===== config.mk =====
export PLATFORM = sky130hd
export DESIGN_NAME = entrada_decimal_flat
export DESIGN_NICKNAME = d
export VERILOG_FILES = /design/src/rtl/entrada_decimal_pkg.sv /design/src/rtl/entrada_decimal_if.sv /design/src/rtl/entrada_decimal_debounce_pulse.sv /design/src/rtl/entrada_decimal.sv /design/src/flat_wrapper.sv
export SDC_FILE = /design/constraint.sdc
export NUM_CORES = 1
export LEC_CHECK = 0
export ABC_AREA = 1
export BUFFER_PORTS_ARGS = -buffer_cell sky130_fd_sc_hd__buf_2
export CAP_MARGIN = 40
export CORE_UTILIZATION = 50
export DETAILED_ROUTE_END_ITERATION = 6
export PLACE_DENSITY = 0.8
export SLEW_MARGIN = 20
export SYNTH_ARGS = -nofsm -noshare
export SYNTH_HDL_FRONTEND = slang
export SYNTH_SLANG_ARGS = --single-unit

===== constraint.sdc =====
create_clock -name clock -period 3.3 [get_ports clock]
set_clock_uncertainty 0.15 [all_clocks]
set_input_delay 0.495 -clock clock [delete_from_list [all_inputs] [get_ports clock]]
set_output_delay 0.495 -clock clock [all_outputs]
set_load 0.005 [all_outputs]

===== src/rtl/entrada_decimal_pkg.sv =====
// entrada_decimal shared definitions:
// selector codes, default width, FSM states.
package entrada_decimal_pkg;

  localparam int DATA_WIDTH_DEF = 16;

  localparam logic [1:0] ENTRADA = 2'b11;
  localparam logic [1:0] SAIDA   = 2'b10;

  typedef enum logic {
    ST_ENTRY = 1'b0,
    ST_VALID = 1'b1
  } state_e;

endpackage


===== src/rtl/entrada_decimal_if.sv =====
// entrada_decimal value handshake:
// confirmed value offered to the input register.
interface entrada_decimal_if #(
  parameter int DATA_WIDTH = 16
);

  logic [DATA_WIDTH-1:0] value;
  logic                  value_valid;
  logic                  value_ready;

  modport master (
    output value,
    output value_valid,
    input  value_ready
  );

  modport slave (
    input  value,
    input  value_valid,
    output value_ready
  );

endinterface


===== src/rtl/entrada_decimal_debounce_pulse.sv =====
// debounce_pulse: 2-FF sync, stability counter,
// one-cycle pulse on the debounced rising edge.
module debounce_pulse #(
  parameter int DEBOUNCE_CYCLES = 50000,
  parameter int DB_W            = 16
) (
  input  logic clock,
  input  logic reset,
  input  logic btn,
  output logic pulse
);

  localparam logic [DB_W-1:0] LAST =
    DB_W'(DEBOUNCE_CYCLES - 1);

  logic            sync1;
  logic            sync2;
  logic            level;
  logic [DB_W-1:0] cnt;

  // bring the raw button into the clock domain
  always_ff @(posedge clock) begin
    if (reset) begin
      sync1 <= 1'b0;
      sync2 <= 1'b0;
    end else begin
      sync1 <= btn;
      sync2 <= sync1;
    end
  end

  // flip level after an unbroken run of mismatches
  always_ff @(posedge clock) begin
    if (reset) begin
      level <= 1'b0;
      cnt   <= '0;
      pulse <= 1'b0;
    end else begin
      pulse <= 1'b0;
      if (sync2 == level) begin
        cnt <= '0;
      end else if (cnt == LAST) begin
        cnt   <= '0;
        level <= sync2;
        pulse <= sync2;
      end else begin
        cnt <= cnt + 1'b1;
      end
    end
  end

endmodule


===== src/rtl/entrada_decimal.sv =====
// entrada_decimal: keypad decimal entry,
// acc = acc*10 + digit, offered via valid/ready.
module entrada_decimal
  import entrada_decimal_pkg::*;
#(
  parameter int DATA_WIDTH      = DATA_WIDTH_DEF,
  parameter int MAX_DIGITS      = 5,
  parameter int DEBOUNCE_CYCLES = 50000,
  parameter int DB_W            = 16
) (
  input  logic                  clock,
  input  logic                  reset,
  input  logic [3:0]            digit_sw,
  input  logic                  btn_digit,
  input  logic                  btn_clear,
  input  logic                  btn_confirm,
  entrada_decimal_if.master     value_if,
  output logic [DATA_WIDTH-1:0] entry_value,
  output logic [2:0]            digit_count,
  output logic                  entry_error
);

  localparam int SW = DATA_WIDTH + 4;
  localparam logic [SW-1:0] MAX_SUM =
    {4'b0, {DATA_WIDTH{1'b1}}};
  localparam logic [2:0] MAXD = 3'(MAX_DIGITS);

  logic [3:0] dsw1;
  logic [3:0] dsw2;
  logic       p_dig;
  logic       p_clr;
  logic       p_conf;

  state_e                state_q, state_d;
  logic [DATA_WIDTH-1:0] acc_q, acc_d;
  logic [DATA_WIDTH-1:0] val_q, val_d;
  logic [2:0]            cnt_q, cnt_d;
  logic                  err_q, err_d;
  logic [SW-1:0]         ext;
  logic [SW-1:0]         sum;

  debounce_pulse #(
    .DEBOUNCE_CYCLES(DEBOUNCE_CYCLES),
    .DB_W(DB_W)
  ) u_db_dig (
    .clock(clock), .reset(reset),
    .btn(btn_digit), .pulse(p_dig)
  );

  debounce_pulse #(
    .DEBOUNCE_CYCLES(DEBOUNCE_CYCLES),
    .DB_W(DB_W)
  ) u_db_clr (
    .clock(clock), .reset(reset),
    .btn(btn_clear), .pulse(p_clr)
  );

  debounce_pulse #(
    .DEBOUNCE_CYCLES(DEBOUNCE_CYCLES),
    .DB_W(DB_W)
  ) u_db_conf (
    .clock(clock), .reset(reset),
    .btn(btn_confirm), .pulse(p_conf)
  );

  // digit switches share the button sync latency
  always_ff @(posedge clock) begin
    if (reset) begin
      dsw1 <= '0;
      dsw2 <= '0;
    end else begin
      dsw1 <= digit_sw;
      dsw2 <= dsw1;
    end
  end

  assign ext = {4'b0, acc_q};
  assign sum = (ext << 3) + (ext << 1)
             + SW'(dsw2);

  // next state and datapath, clear wins
  always_comb begin
    state_d = state_q;
    acc_d   = acc_q;
    val_d   = val_q;
    cnt_d   = cnt_q;
    err_d   = err_q;
    unique case (state_q)
      ST_ENTRY: begin
        if (p_clr) begin
          acc_d = '0;
          cnt_d = '0;
          err_d = 1'b0;
        end else if (p_conf) begin
          if (cnt_q != 3'd0) begin
            val_d   = acc_q;
            state_d = ST_VALID;
          end
        end else if (p_dig) begin
          if (dsw2 > 4'd9 || cnt_q == MAXD) begin
            err_d = 1'b1;
          end else if (sum > MAX_SUM) begin
            err_d = 1'b1;
          end else begin
            acc_d = sum[DATA_WIDTH-1:0];
            cnt_d = cnt_q + 3'd1;
          end
        end
      end
      ST_VALID: begin
        if (value_if.value_ready || p_clr) begin
          acc_d   = '0;
          cnt_d   = '0;
          err_d   = 1'b0;
          state_d = ST_ENTRY;
        end
      end
      default: state_d = ST_ENTRY;
    endcase
  end

  // state and datapath registers
  always_ff @(posedge clock) begin
    if (reset) begin
      state_q <= ST_ENTRY;
      acc_q   <= '0;
      val_q   <= '0;
      cnt_q   <= '0;
      err_q   <= 1'b0;
    end else begin
      state_q <= state_d;
      acc_q   <= acc_d;
      val_q   <= val_d;
      cnt_q   <= cnt_d;
      err_q   <= err_d;
    end
  end

  assign value_if.value       = val_q;
  assign value_if.value_valid = (state_q == ST_VALID);
  assign entry_value          = acc_q;
  assign digit_count          = cnt_q;
  assign entry_error          = err_q;

endmodule

===== src/flat_wrapper.sv =====
// flat-port wrapper written by rule: the top's interface ports become plain ports
module entrada_decimal_flat import entrada_decimal_pkg::*;
#(
  parameter int DATA_WIDTH      = DATA_WIDTH_DEF,
  parameter int MAX_DIGITS      = 5,
  parameter int DEBOUNCE_CYCLES = 50000,
  parameter int DB_W            = 16
)
  (clock, reset, digit_sw, btn_digit, btn_clear, btn_confirm, entry_value, digit_count, entry_error, value_if_value, value_if_value_valid, value_if_value_ready);
  entrada_decimal_if #(.DATA_WIDTH(DATA_WIDTH)) value_if_i ();
  input  logic clock;
  input  logic reset;
  input  logic [3:0] digit_sw;
  input  logic btn_digit;
  input  logic btn_clear;
  input  logic btn_confirm;
  output logic [DATA_WIDTH-1:0] entry_value;
  output logic [2:0] digit_count;
  output logic entry_error;
  output wire logic [$bits(value_if_i.value)-1:0] value_if_value;
  output wire logic [$bits(value_if_i.value_valid)-1:0] value_if_value_valid;
  input wire logic [$bits(value_if_i.value_ready)-1:0] value_if_value_ready;
  assign value_if_value = value_if_i.value;
  assign value_if_value_valid = value_if_i.value_valid;
  assign value_if_i.value_ready = value_if_value_ready;
  entrada_decimal #(.DATA_WIDTH(DATA_WIDTH), .MAX_DIGITS(MAX_DIGITS), .DEBOUNCE_CYCLES(DEBOUNCE_CYCLES), .DB_W(DB_W)) u_core (.clock(clock), .reset(reset), .digit_sw(digit_sw), .btn_digit(btn_digit), .btn_clear(btn_clear), .btn_confirm(btn_confirm), .value_if(value_if_i), .entry_value(entry_value), .digit_count(digit_count), .entry_error(entry_error));
endmodule

After elaboration in Yosys (flattened, before gate mapping)
Cells that the tools add are included.

operators by class
  add/sub/neg operators = 6
  order comparisons = 2
  equality and inequality tests = 13
  multiplexer cells = 26
  bitwise gates (word level) = 8
  reductions and logical operators = 15

operators with widths
  cell                                                             number
  two-way mux 16 bit                                               6
  adder 16 x 1 -> 16 bit, second input constant                    3
  equality test 16 bit, second input constant                      3
  case mux 16 bit (2 select lines)                                 1
  adder 19 x 17 -> 20 bit                                          1
  adder 20 x 4 -> 20 bit                                           1
  greater-than comparator 20 x 16 -> 1 bit, second input constant  1
  two-way mux 3 bit                                                6
  OR reduction 3 bit                                               6
  inequality test 3 bit, second input constant                     4
  two-way mux 1 bit                                                10
  inverter 1 bit                                                   8
  AND reduction 4 bit                                              2
  case mux 3 bit (2 select lines)                                  1
  AND reduction 2 bit                                              3
  AND reduction 5 bit                                              1
  greater-than comparator 4 bit, second input constant             1
  inequality test 4 x 2 -> 1 bit, second input constant            1
  case mux 1 bit (2 select lines)                                  2
  adder 3 x 1 -> 3 bit, second input constant                      1
  equality test 1 bit                                              3
  equality test 3 bit, second input constant                       1
  nonzero test 3 bit                                               1
  logical OR 1 bit                                                 2
  inequality test 2 bit, second input constant                     1

storage, ports and cells
  bits in registers = 105
  bits of input ports = 10
  output and inout bits = 37
  logic and storage cells = 92

Logic depth before layout (Yosys ltp)
Gate-level depths: netlist of the first run.

  word-level depth = 9
  depth in mapped cells = 20
  gate-level depth less buffers = 19

By module
A second synthesis of the first run with hierarchy kept.

unflattened totals
  cell total of the unflattened synthesis = 928
  area, all modules = 6,154.7 µm²

modules (own cells, without submodules)
  module           times used  cells an instance  area an instance (µm²)  seq. area each (µm²)
  debounce_pulse   3           156                1,033.5                 400.4
  entrada_decimal  1           460                3,054.2                 900.9

Least setup slack after synthesis of the first run
No wires, ideal clock.

  path type = reg2reg
  start point = register u_core.acc_q[0] (netlist: u_core.entry_value[0])
  end point = register u_core.acc_q[10] (netlist: u_core.entry_value[10])
  library setup time = 0.113 ns
  arrival = 2.537 ns
  data required time = 3.037 ns
  setup slack = 0.501 ns
  cell stages (with the launch flop) = 19
  path buffers = 1
  clock period less this slack = 2.799 ns
  cell sequence = dfxtp_1 inv_1 fa_1 fa_1 inv_1 nand2_1 nand2_1 nand3_1 nand2_2 nand2_1 nand3_1 nand2_1 nor2_2 nand3_4 nand2_4 buf_12 nand2_1 nand2_1 nor2_1

on the way
  word-level cells in the longest chain between the ends = 8
  elaborated cells between the ends (all ways) = 11
  classes of those cells = add/sub: 2; order compare: 1; eq/ne: 1; mux: 6; reduce/logical: 1

ends and longest elaborated chain
  what                                                                              RTL line                source
  from (decl)                                                                       entrada_decimal.sv:35   logic [DATA_WIDTH-1:0] acc_q, acc_d;
  from (signal assigned)                                                            entrada_decimal.sv:126  acc_q <= '0;
  from (signal assigned)                                                            entrada_decimal.sv:132  acc_q <= acc_d;
  adder 19 x 17 -> 20 bit *                                                         entrada_decimal.sv:78   assign sum = (ext << 3) + (ext << 1)
  adder 20 x 4 -> 20 bit *                                                          entrada_decimal.sv:79   + SW'(dsw2);
  branches (longest 6 deep; another with greater-than comparator 20 x 16 -> 1 bit)  -

Every way passes the cells marked *. The select of a mux whose other input is x is not followed.
A chain may end at the register's enable or synchronous reset.

Worst setup path in the final report of the first run
  start point = register u_core.acc_q[0] (netlist: u_core.entry_value[0])
  end point = register u_core.acc_q[6] (netlist: u_core.entry_value[6])

Same word-level chain as after synthesis.

==> results of run 1 <==
==> layout by cell type (no fill, tap or decap), types with 3 or more instances in the layout <==
cell type	count
nand2_1	165
inv_1	122
nor2_1	110
dfxtp_1	105
a21oi_1	56
buf_2	46
ha_1	37
nand3_1	35
o21ai_0	26
nor3_1	19
nand4_1	15
buf_4	12
xor2_1	11
clkbuf_8	10
nor4_1	9
nand2_2	8
nor3b_1	6
o21bai_1	5
nand3b_1	5
a21oi_2	4
or2_2	3
inv_2	3
a221oi_1	3
o211ai_1	3
xnor2_1	3
a21o_1	3
==> final timing paths <==
check                             start               endpoint  slack, ns  cells after the start
hold reg to reg          u_core.dsw1[3]         u_core.dsw2[3]       0.25                      2
setup reg to reg  u_core.entry_value[0]  u_core.entry_value[6]       0.28                     17
hold / removal                btn_clear  u_core.u_db_clr.sync1       0.16                      3
setup / recovery  u_core.entry_value[0]  u_core.entry_value[6]       0.28                     17
==> cells by family (layout without fill, tap and decap cells) <==
group | Yosys count | count (layout) | share of synthesized area (%)
adder cells (fa/ha/maj) | 39 | 39 | 9.076
XOR/XNOR | 14 | 14 | 2.213
AO/OA/AOI/OAI | 106 | 106 | 10.84
flip-flops | 105 | 105 | 37.93
AND/OR/NAND/NOR | 381 | 381 | 29.87
buffers and inverters | 142 | 200 | 10.07
==> cell usage after synthesis (4+ instances only) <==
master / n
clkbuf_1: 13
nand3b_1: 5
a21oi_2: 4
nor3_1: 19
xor2_1: 11
nor2_1: 110
o21bai_1: 5
ha_1: 37
inv_1: 123
a21oi_1: 56
nand4_1: 15
nand2_1: 166
nor4_1: 9
nor3b_1: 6
nand2_2: 7
dfxtp_1: 105
nand3_1: 35
o21ai_0: 26
==> power by group through the flow <==
stage / combinational, mW / sequential, mW / clock [mW]
floorplan: 0.0319 / 1.31 / 0
global placement: 0.0446 / 1.31 / 0
detailed placement: 0.0454 / 1.31 / 0
CTS: 0.0455 / 1.28 / 0.851
global route: 0.0516 / 1.28 / 0.901
finish: 0.0453 / 1.28 / 0.823
==> worst register-to-register path, cell delays in order, from the launching register on <==
cell and delay (ns):
dfxtp_1 0.35, inv_1 0.06, fa_1 0.52, fa_1 0.46, inv_1 0.09, nand2_1 0.07
nand2_1 0.08, nand3_1 0.08, nand2_2 0.10, nand2_1 0.09, nand3_1 0.08, nand2_1 0.07
nor2_2 0.15, nand3_4 0.14, nand2_8 0.10, clkinvlp_4 0.16, nor2_1 0.12, nor2_1 0.05
==> metal layers <==
metal	track usage (%)	up-vias	wire length, microns
met5	0	-	0
met4	7.436	0	187
met3	3.753	15	555
met2	37.51	121	5646
met1	26.62	2213	5458
li1	-	2623	-
==> sequential cells by signal, summed over array words and instances, names as in the netlist, 3 cells and up <==
register,cells
u_core.entry_value,16
u_core.u_db_clr.cnt,16
u_core.u_db_conf.cnt,16
u_core.u_db_dig.cnt,16
u_core.value_if.value,16
u_core.dsw1,4
u_core.dsw2,4
u_core.digit_count,3
==> per-stage QoR <==
| step | setup TNS, ns | cells | total power, mW |
|---|---|---|---|
| final | 0 | 985 | 2.147 |
| after global routing | -0.008181 | 985 | 2.233 |
| after CTS | 0 | 981 | 2.176 |
| after detailed placement | 0 | 965 | 1.354 |
| after global placement | 0 | 965 | 1.353 |
| after floorplan | 0 | 787 | 1.340 |
==> final cells by class <==
cell class | instances | area, sq um | area share [%]
inverters | 126 | 476.7 | 7.711
clock inverters | 6 | 72.57 | 1.174
repair buffers | 58 | 320.3 | 5.181
clock buffers | 10 | 137.6 | 2.226
well taps | 140 | 175.2 | 2.833
flip-flops and latches | 105 | 2102 | 34.00
multi-input cells | 540 | 2898 | 46.87
==> what timing repair did <==
item / in CTS / in global routing
setup endpoints to repair: 0 / 11
gates resized for setup: 0 / 4
buffers inserted: 0 / 4
==> impl_results.md, run 1 <==
* CP bufs+invs at 3
* DRT Pass-1 Iters at 5
* Clock Tree Buf Depth at 2
* Vert. Die Dim at 107.3 microns
* Drt total wl at 11.85 mm
* Die footprint at 11510 sq um
* Number of synthesized flops with an enable pin at 0
* Crit Path Category: reg2reg
* Post-Syn Area at 5542 sq um
* Worst vdd ir at 0.2913 mV
* Min cycle time layout at 3.020 ns
* Most frequent cell on the critical path: nand2_1
* Clock network fraction of total power at 38.3%
* Final nets at 889
* GRT Total Usage at 21.50%
* Top cell type's share of synthesized area at 37.93%
* Flip-flop and latch count after synthesis at 105
* Worst-path fanout max at 7
* Kind of start point of the critical path: flip-flop
* Drt initial violations at 252
* PortBufs at 46
* DR DRC count at 0
* Initial core utilization at 51.12%
* Critical Path RT at 3.42 ns
* CTS H-Tree Depth at 3
* Pwr Density at 347.4 nW/um^2
* Pre-CTS setup slack at 0.1648 ns
* Comb pwr share at 2.1%
* Vias per inst at 5.048
* Leak at 2.830 nW
* YS warnings at 0
* Core footprint at 10840 sq um
* Crit. End Element: flip-flop
* Synth unique cells at 36
* CP Cell Sequence: inv_1, fa_1, fa_1, inv_1, nand2_1, nand2_1, nand3_1, nand2_2, nand2_1, nand3_1, nand2_1, nor2_2, nand3_4, nand2_8, clkinvlp_4, nor2_1, nor2_1
* Sw Share at 22.26%
* DP HPWL at 8.898 mm
* Synth-to-Final Area Change at 11.56%
* Routed Antenna Nets at 0
* CP max stage cell: fa_1
* NetSw at 0.4780 mW
* Boundary Pins at 47
* Tightest Pin Transition at 0.6098 ns
* Hold Crit Class: in2reg
* Row count at 38
* Clk Latency, worst-skew pair at 0.37 ns
* Reg clk slew, reported paths at 0.10 ns
* Antenna violations before repair at 0
* Min Hold Slack at 0.1641 ns
* Finish-stage setup viols at 0
* Inserted Diodes at 0
* Layout cell share with drive strength beyond 1 at 11.83%
* Die width at 107.3 microns
* Synth top area cells: dfxtp_1 (38%), nand2_1 (11%), ha_1 (8.4%), inv_1 (8.3%), nor2_1 (7.5%)
* Core Util, Final at 57.03%
* CTS Sinks at 105
* Total grt overflow at 0
* Fmax achieved at 0.3311 GHz
* Fin worst setup slack at 0.2799 ns
* Primary FF master, synth: dfxtp_1
* Placed Area at 5922 sq um
* Slew headroom at 59.25%
* Placer Congestion at 0.9444
* CTS tree: yes
* Drt wl/cell at 12.03 microns
* Vias in the first global route at 4426
* CP Data Arrival Time at 3.14 ns
* Design Area, Final at 6182 sq um
* Fin crit share at 91.52%
* Fill cells at 1031
* Slew Limit Fails at 0
* Syn_nets at 836
* Top delay family on crit path: simple AND/OR/NAND/NOR gates
* First-pass GRT wire length at 19.76 mm
* Endpoints failing hold at 0
* Hold_buf cts at 0
* Syn avg cell area at 7.041 sq um
* Critical Path Max Stage Delay at 0.52 ns
* Max-capacitance violation count at 0
* Largest net degree at the start of global routing at 33
* Outcome: finished clean
* Mapped Cells at 787
* Sequential share of power at 59.6%
* Sequential fraction of the synthesis area at 37.93%
* Area leader, netlist: dfxtp_1
* Cell Int Power at 1.669 mW
* Post-synth ARST share at 0%
* Vias at 4972
* Root buffer cell: clkbuf_8
* Num CTS Buffers at 9
(Power assumes the default switching activity.)
==> run 2: changes to the inputs <==
--- a/config.mk
+++ b/config.mk
@@ -11,2 +11,3 @@
 export CORE_UTILIZATION = 50
+export CTS_BUF_LIST = sky130_fd_sc_hd__clkbuf_8
 export DETAILED_ROUTE_END_ITERATION = 6
==> constraint.sdc (replaced) <==
create_clock -name clock -period 3.3 [get_ports clock]
set_clock_uncertainty 0.15 [all_clocks]
set_input_delay 0.165 -clock clock [delete_from_list [all_inputs] [get_ports clock]]
set_output_delay 0.165 -clock clock [all_outputs]
set_load 0.005 [all_outputs]
==> run 2 against run 1 <==
  * Sequential share of layout area shrank 0.44 points
  * Worst setup slack gained 0.030 ns
  * Largest cell class unchanged
  * Core utilization grew 0.75 points
  * Sequential power is essentially flat
  * Hold slack lost 0.070 ns
  * Final cell count grew 0.81%
  * Design area grew 1.3%
  * Count of clock-buffer cells in the layout shrank 1
  * Highest routed layer unchanged
  * Critical path type unchanged
  * Fmax grew 1.0%
  * Flip-flop and latch count is the same
==> impl_results.md, run 2 (synthesized netlist as in run 1, its figures left out) <==
* Layout cell share with drive strength beyond 1 at 11.49%
* Multi-input logic area at 2890 sq um
* Vias at 5033
* Hold Crit Class: in2reg
* Min Hold Slack at 0.09405 ns
* Clock Tree Buf Depth at 2
* Antenna violations before repair at 0
* DR DRC count at 0
* CP Data Arrival Time at 3.10 ns
* Crit. End Element: flip-flop
* Vias in the first global route at 4435
* Most common library cell in the layout ignoring fill and taps: nand2_1
* Total grt overflow at 0
* Critical Path Max Stage Delay at 0.52 ns
* Slew Limit Fails at 0
* CTS Sinks at 105
* First-pass GRT wire length at 19.89 mm
* Num CTS Buffers at 9
* Most frequent cell on the critical path: nand2_1
* Top delay family on crit path: simple AND/OR/NAND/NOR gates
* Drt total wl at 11.79 mm
* Final nets at 897
* Core footprint at 10840 sq um
* Row count at 38
* Crit Path Category: reg2reg
* Slew headroom at 62.01%
* Max-capacitance violation count at 0
* Worst vdd ir at 0.3317 mV
* Placer Congestion at 0.9128
* Total negative slack at 0 ns
* Drt wl/cell at 11.87 microns
* Fin worst setup slack at 0.3101 ns
* CP Cell Sequence: inv_1, fa_1, fa_1, inv_1, nand2_1, nand2_1, nand3_1, nand2_2, nand2_1, nand3_1, nand2_1, nor2_2, nand3_4, nand2_8, inv_1, nor2_1, nor2_1
* Min cycle time layout at 2.990 ns
* CP max stage cell: fa_1
* Worst-path fanout max at 15
* Endpoints failing hold at 0
* Initial core utilization at 51.12%
* Die width at 107.3 microns
* CTS H-Tree Depth at 3
* Vert. Die Dim at 107.3 microns
* Kind of start point of the critical path: flip-flop
* Die footprint at 11510 sq um
* Fill cells at 1024
* Reg clk slew, reported paths at 0.10 ns
* PortBufs at 46
* Synth-to-Final Area Change at 13.03%
* Vias per inst at 5.068
* Tightest Pin Transition at 0.5685 ns
* Clk Latency, worst-skew pair at 0.37 ns
* CTS tree: yes
* CP bufs+invs at 3
* Boundary Pins at 47
* Drt initial violations at 278
* Fin crit share at 90.60%
* GRT Total Usage at 21.76%
* Critical Path RT at 3.41 ns
* Root buffer cell: clkbuf_8
* Fmax achieved at 0.3345 GHz
* DP HPWL at 8.887 mm
* Leak at 2.865 nW
* Finish-stage setup viols at 0
* Largest net degree at the start of global routing at 33
* Most frequent cells in the layout: nand2_1 (166), inv_1 (123), nor2_1 (110)
* Register area at 2102 sq um
* Routed Antenna Nets at 0
* Outcome: finished clean
* Pre-CTS setup slack at 0.2193 ns
* Pwr Density at 352.5 nW/um^2
* DRT Pass-1 Iters at 5
* Inserted Diodes at 0
* RSZ-0062 raised after global routing: false
-- run 2: worst paths after layout --
path | start | to | slack, ns | cells past startpoint
setup / recovery | u_core.entry_value[0] | u_core.entry_value[13] | 0.31 | 17
hold / removal | reset | u_core.u_db_clr.sync1 | 0.09 | 2
setup reg to reg | u_core.entry_value[0] | u_core.entry_value[13] | 0.31 | 17
hold reg to reg | u_core.dsw1[0] | u_core.dsw2[0] | 0.26 | 2
-- run 2: where the power goes --
group          switching (mW)  leakage [nW]  total [mW]  internal, mW
logic                  0.0306          1.91      0.0524        0.0217
registers             0.00420         0.849        1.28          1.28
clock network           0.442         0.111       0.876         0.434
-- run 2: layout make-up --
type                       instances  share of cell area, %
multi-input combinational        540                  46.14
clock buffer                       9                  1.978
clock inverter                     7                  1.578
inverter                         126                  7.551
timing repair buffer              66                  6.392
sequential                       105                  33.56
tap                              140                  2.797
-- run 2: per-layer routing --
metal	vias to the layer above	global-route usage (%)	wire length (microns)
met5	-	0	0
met4	0	8.611	208
met3	15	4.298	547
met2	103	36.54	5671
met1	2270	27.37	5361
li1	2645	-	-
-- run 2: through the flow --
stage | power, mW | util [%] | instances | area (sq um)
floorplan | 1.340 | - | 787 | 5542
global placement | 1.353 | 54.77 | 967 | 5937
detailed placement | 1.354 | 54.77 | 967 | 5937
CTS | 2.230 | 57.56 | 991 | 6240
global route | 2.296 | 57.78 | 993 | 6264
finish | 2.208 | 57.78 | 993 | 6264
-- run 2: what timing repair did --
item / CTS / global route
buffers inserted: 0 / 2
setup endpoints to repair: 0 / 7
gates resized for setup: 0 / 1
hold buffers: 8 / 0
endpoints found under the hold margin: 8 / 0
==> run 3: changes to the inputs <==
CTS_BUF_LIST = unset   (was sky130_fd_sc_hd__clkbuf_8)
PLACE_DENSITY = 0.79   (was 0.8)
SYNTH_HIERARCHICAL = 1   (was unset)
==> run 3 against run 2 <==
  * Count of clock-buffer cells in the layout increased by 2
  * Power is 6.6% higher
  * Final cell count rose by 14%
  * Fmax up 0.27%
  * Worst setup slack gained 0.0081 ns
  * Flip-flop and latch count stayed put
  * Synthesized cell count up 18%
  * First-iteration DRC count up 31%
  * Register-to-register slack barely moved
  * Critical path type unchanged
  * Clock power rose by 16%
==> impl_results.md, run 3 <==
* Outcome: finished clean
* Inserted Diodes at 0
* Root buffer cell: clkbuf_16
* Mapped Cells at 928
* CP Data Arrival Time at 3.09 ns
* PortBufs at 46
* Layout cell share with drive strength beyond 1 at 10.11%
* Min cycle time layout at 2.982 ns
* Slew Limit Fails at 0
* Routed Antenna Nets at 0
* Kind of start point of the critical path: flip-flop
* Pwr Density at 341.4 nW/um^2
* Row count at 40
* Boundary Pins at 47
* Synth unique cells at 33
* R2R setup slack at 0.32 ns
* Most frequent cell after synthesis: nand2_1
* Syn avg cell area at 6.632 sq um
* Synth top area cells: dfxtp_1 (34%), nand2_1 (14%), nor2_1 (11%), inv_1 (8.5%), ha_1 (7.5%)
* Hold Crit Class: in2reg
* Clock Tree Buf Depth at 2
* Post-synth ARST share at 0%
* Critical Path RT at 3.41 ns
* Total grt overflow at 0
* First-pass GRT wire length at 22.97 mm
* Vias per inst at 4.985
* Area leader, netlist: dfxtp_1
* Max-capacitance violation count at 0
* Leak at 3.247 nW
* Clk Latency, worst-skew pair at 0.36 ns
* RR Startpoint: u_core/entry_value[0]
* Endpoints failing hold at 0
* Primary FF master, synth: dfxtp_1
* R2R depth at 17
* Post-synth top cells: nand2_1 (230), nor2_1 (174), inv_1 (140), dfxtp_1 (105), nand3_1 (49)
* Drt total wl at 13.39 mm
* Num CTS Buffers at 9
* Fin crit share at 90.36%
* DP HPWL at 10.11 mm
* Vert. Die Dim at 112.9 microns
* Initial core utilization at 51.24%
* Core footprint at 12010 sq um
* Fin worst setup slack at 0.3182 ns
* Antenna violations before repair at 0
* Fmax achieved at 0.3354 GHz
* Die footprint at 12760 sq um
* GRT Total Usage at 22.49%
* Crit. End Element: flip-flop
* Crit Path Category: reg2reg
* Placer Congestion at 0.9203
* Top cell type's share of synthesized area at 34.15%
* CTS H-Tree Depth at 3
* CTS Sinks at 105
* Drt initial violations at 364
* RSZ-0062 raised after global routing: false
* Sequential fraction of the synthesis area at 34.15%
* Min-delay src: reset
* Total negative slack at 0 ns
* Worst vdd ir at 0.3672 mV
* YS warnings at 6
* Vias in the first global route at 4989
* DRT Pass-1 Iters at 5
* Slew headroom at 43.58%
* Pre-CTS setup slack at 0.2354 ns
* Final nets at 1033
* Postcts setup bufs at 0
* Worst-path fanout max at 14
* Most common library cell in the layout ignoring fill and taps: nand2_1
* Most frequent cells in the layout: nand2_1 (230), nor2_1 (173), inv_1 (140)
* Reg clk slew, reported paths at 0.07 ns
* Vias at 5663
* Finish-stage setup viols at 0
* CTS tree: yes
* Syn_nets at 977
* Hold Path End: u_core/u_db_conf/sync1
* Post-Syn Area at 6155 sq um
* Hold path depth at 2
* DR DRC count at 0
* Synth-to-Final Area Change at 12.03%
* Worst r2r dst: u_core/entry_value[7]
* Flip-flop and latch count after synthesis at 105
* Tightest Pin Transition at 0.8453 ns
* Number of synthesized flops with an enable pin at 0
* Drt wl/cell at 11.79 microns
* Die width at 112.9 microns
* Min Hold Slack at 0.09124 ns
* Largest net degree at the start of global routing at 33
==> run 3: changes by cell type after synthesis, moves of 9 or more <==
cell,before,now
nor2_1,110,174
a21oi_1,56,32
nor3_1,19,6
nand4_1,15,29
nor2_2,3,12
inv_1,123,140
nand2_1,166,230
xor2_1,11,24
nand3_1,35,49
==> run 3: cells by family (layout without fill, tap and decap cells) <==
group | after synthesis | in the layout | share of synthesized area, %
DFF | 105 | 105 | 34.15
xor gates and xnor gates | 33 | 33 | 4.696
AOI/OAI and AO/OA | 67 | 67 | 6.221
adders and majority gates | 39 | 39 | 8.172
and+or+nand+nor | 527 | 527 | 36.67
buffers and inverters | 157 | 218 | 10.08
==> run 3: worst max-delay path by stage <==
stage | start | endpoint | depth (start not counted)
after CTS | u_core/entry_value[0] | u_core/entry_value[13] | 17
after detailed placement | u_core/entry_value[0] | u_core/entry_value[13] | 17
after global routing | u_core/entry_value[0] | u_core/entry_value[14] | 18
after global placement | u_core/entry_value[0] | u_core/digit_count[0] | 17
after floorplan | u_core/entry_value[0] | u_core/entry_value[10] | 18
final | u_core/entry_value[0] | u_core/entry_value[7] | 17
==> run 3: repair_timing <==
action                                  4_1_cts  5_1_grt
hold endpoints to repair                      8        0
endpoints found under the setup margin        0        7
hold buffers                                  8        0
gates resized for setup                       0        2
==> run 3: final cells by class <==
cell class | count | area (sq um)
fill | 1161 | 5116
multi-input combinational | 666 | 3440
sequential | 105 | 2102
inverter | 142 | 533.0
timing repair buffer | 60 | 355.3
clock buffer | 11 | 242.7
tap | 147 | 183.9
clock inverter | 5 | 38.79
==> run 3: power breakdown <==
part / total (mW) / switching [mW] / internal (mW)
Clock: 1.02 / 0.482 / 0.539
Combinational: 0.0528 / 0.0322 / 0.0206
Sequential: 1.28 / 0.00434 / 1.28
Total: 2.35 / 0.518 / 1.84
==> run 3: per-layer routing <==
metal	wire (microns)	up-vias	global-route usage (%)
met2	6213	144	38.19
met3	571	17	3.642
li1	-	3009	-
met5	0	-	0
met4	244	0	8.246
met1	6362	2493	28.88
==> run 3: worst max-delay path: stages (launching register included) <==
cell     delay, ns
dfxtp_1       0.33
inv_1         0.06
fa_1          0.52
fa_1          0.45
inv_1         0.08
nand2_1       0.07
nand2_1       0.08
nand3_1       0.06
nand2_1       0.12
nand2_1       0.10
nand3_1       0.08
nand2_1       0.05
nor2_1        0.12
nand3_2       0.11
nand2_4       0.18
inv_1         0.16
nor2_1        0.12
nor2_1        0.05
==> run 3: through the flow <==
stage          area (sq um)  std cells  utilization, %  power, mW
2_1_floorplan          6155        928               -      1.342
3_3_place_gp           6526       1112           54.33      1.354
3_5_place_dp           6526       1112           54.33      1.355
4_1_cts                6888       1136           57.34      2.384
5_1_grt                6895       1136           57.41      2.447
6_report               6895       1136           57.41      2.354
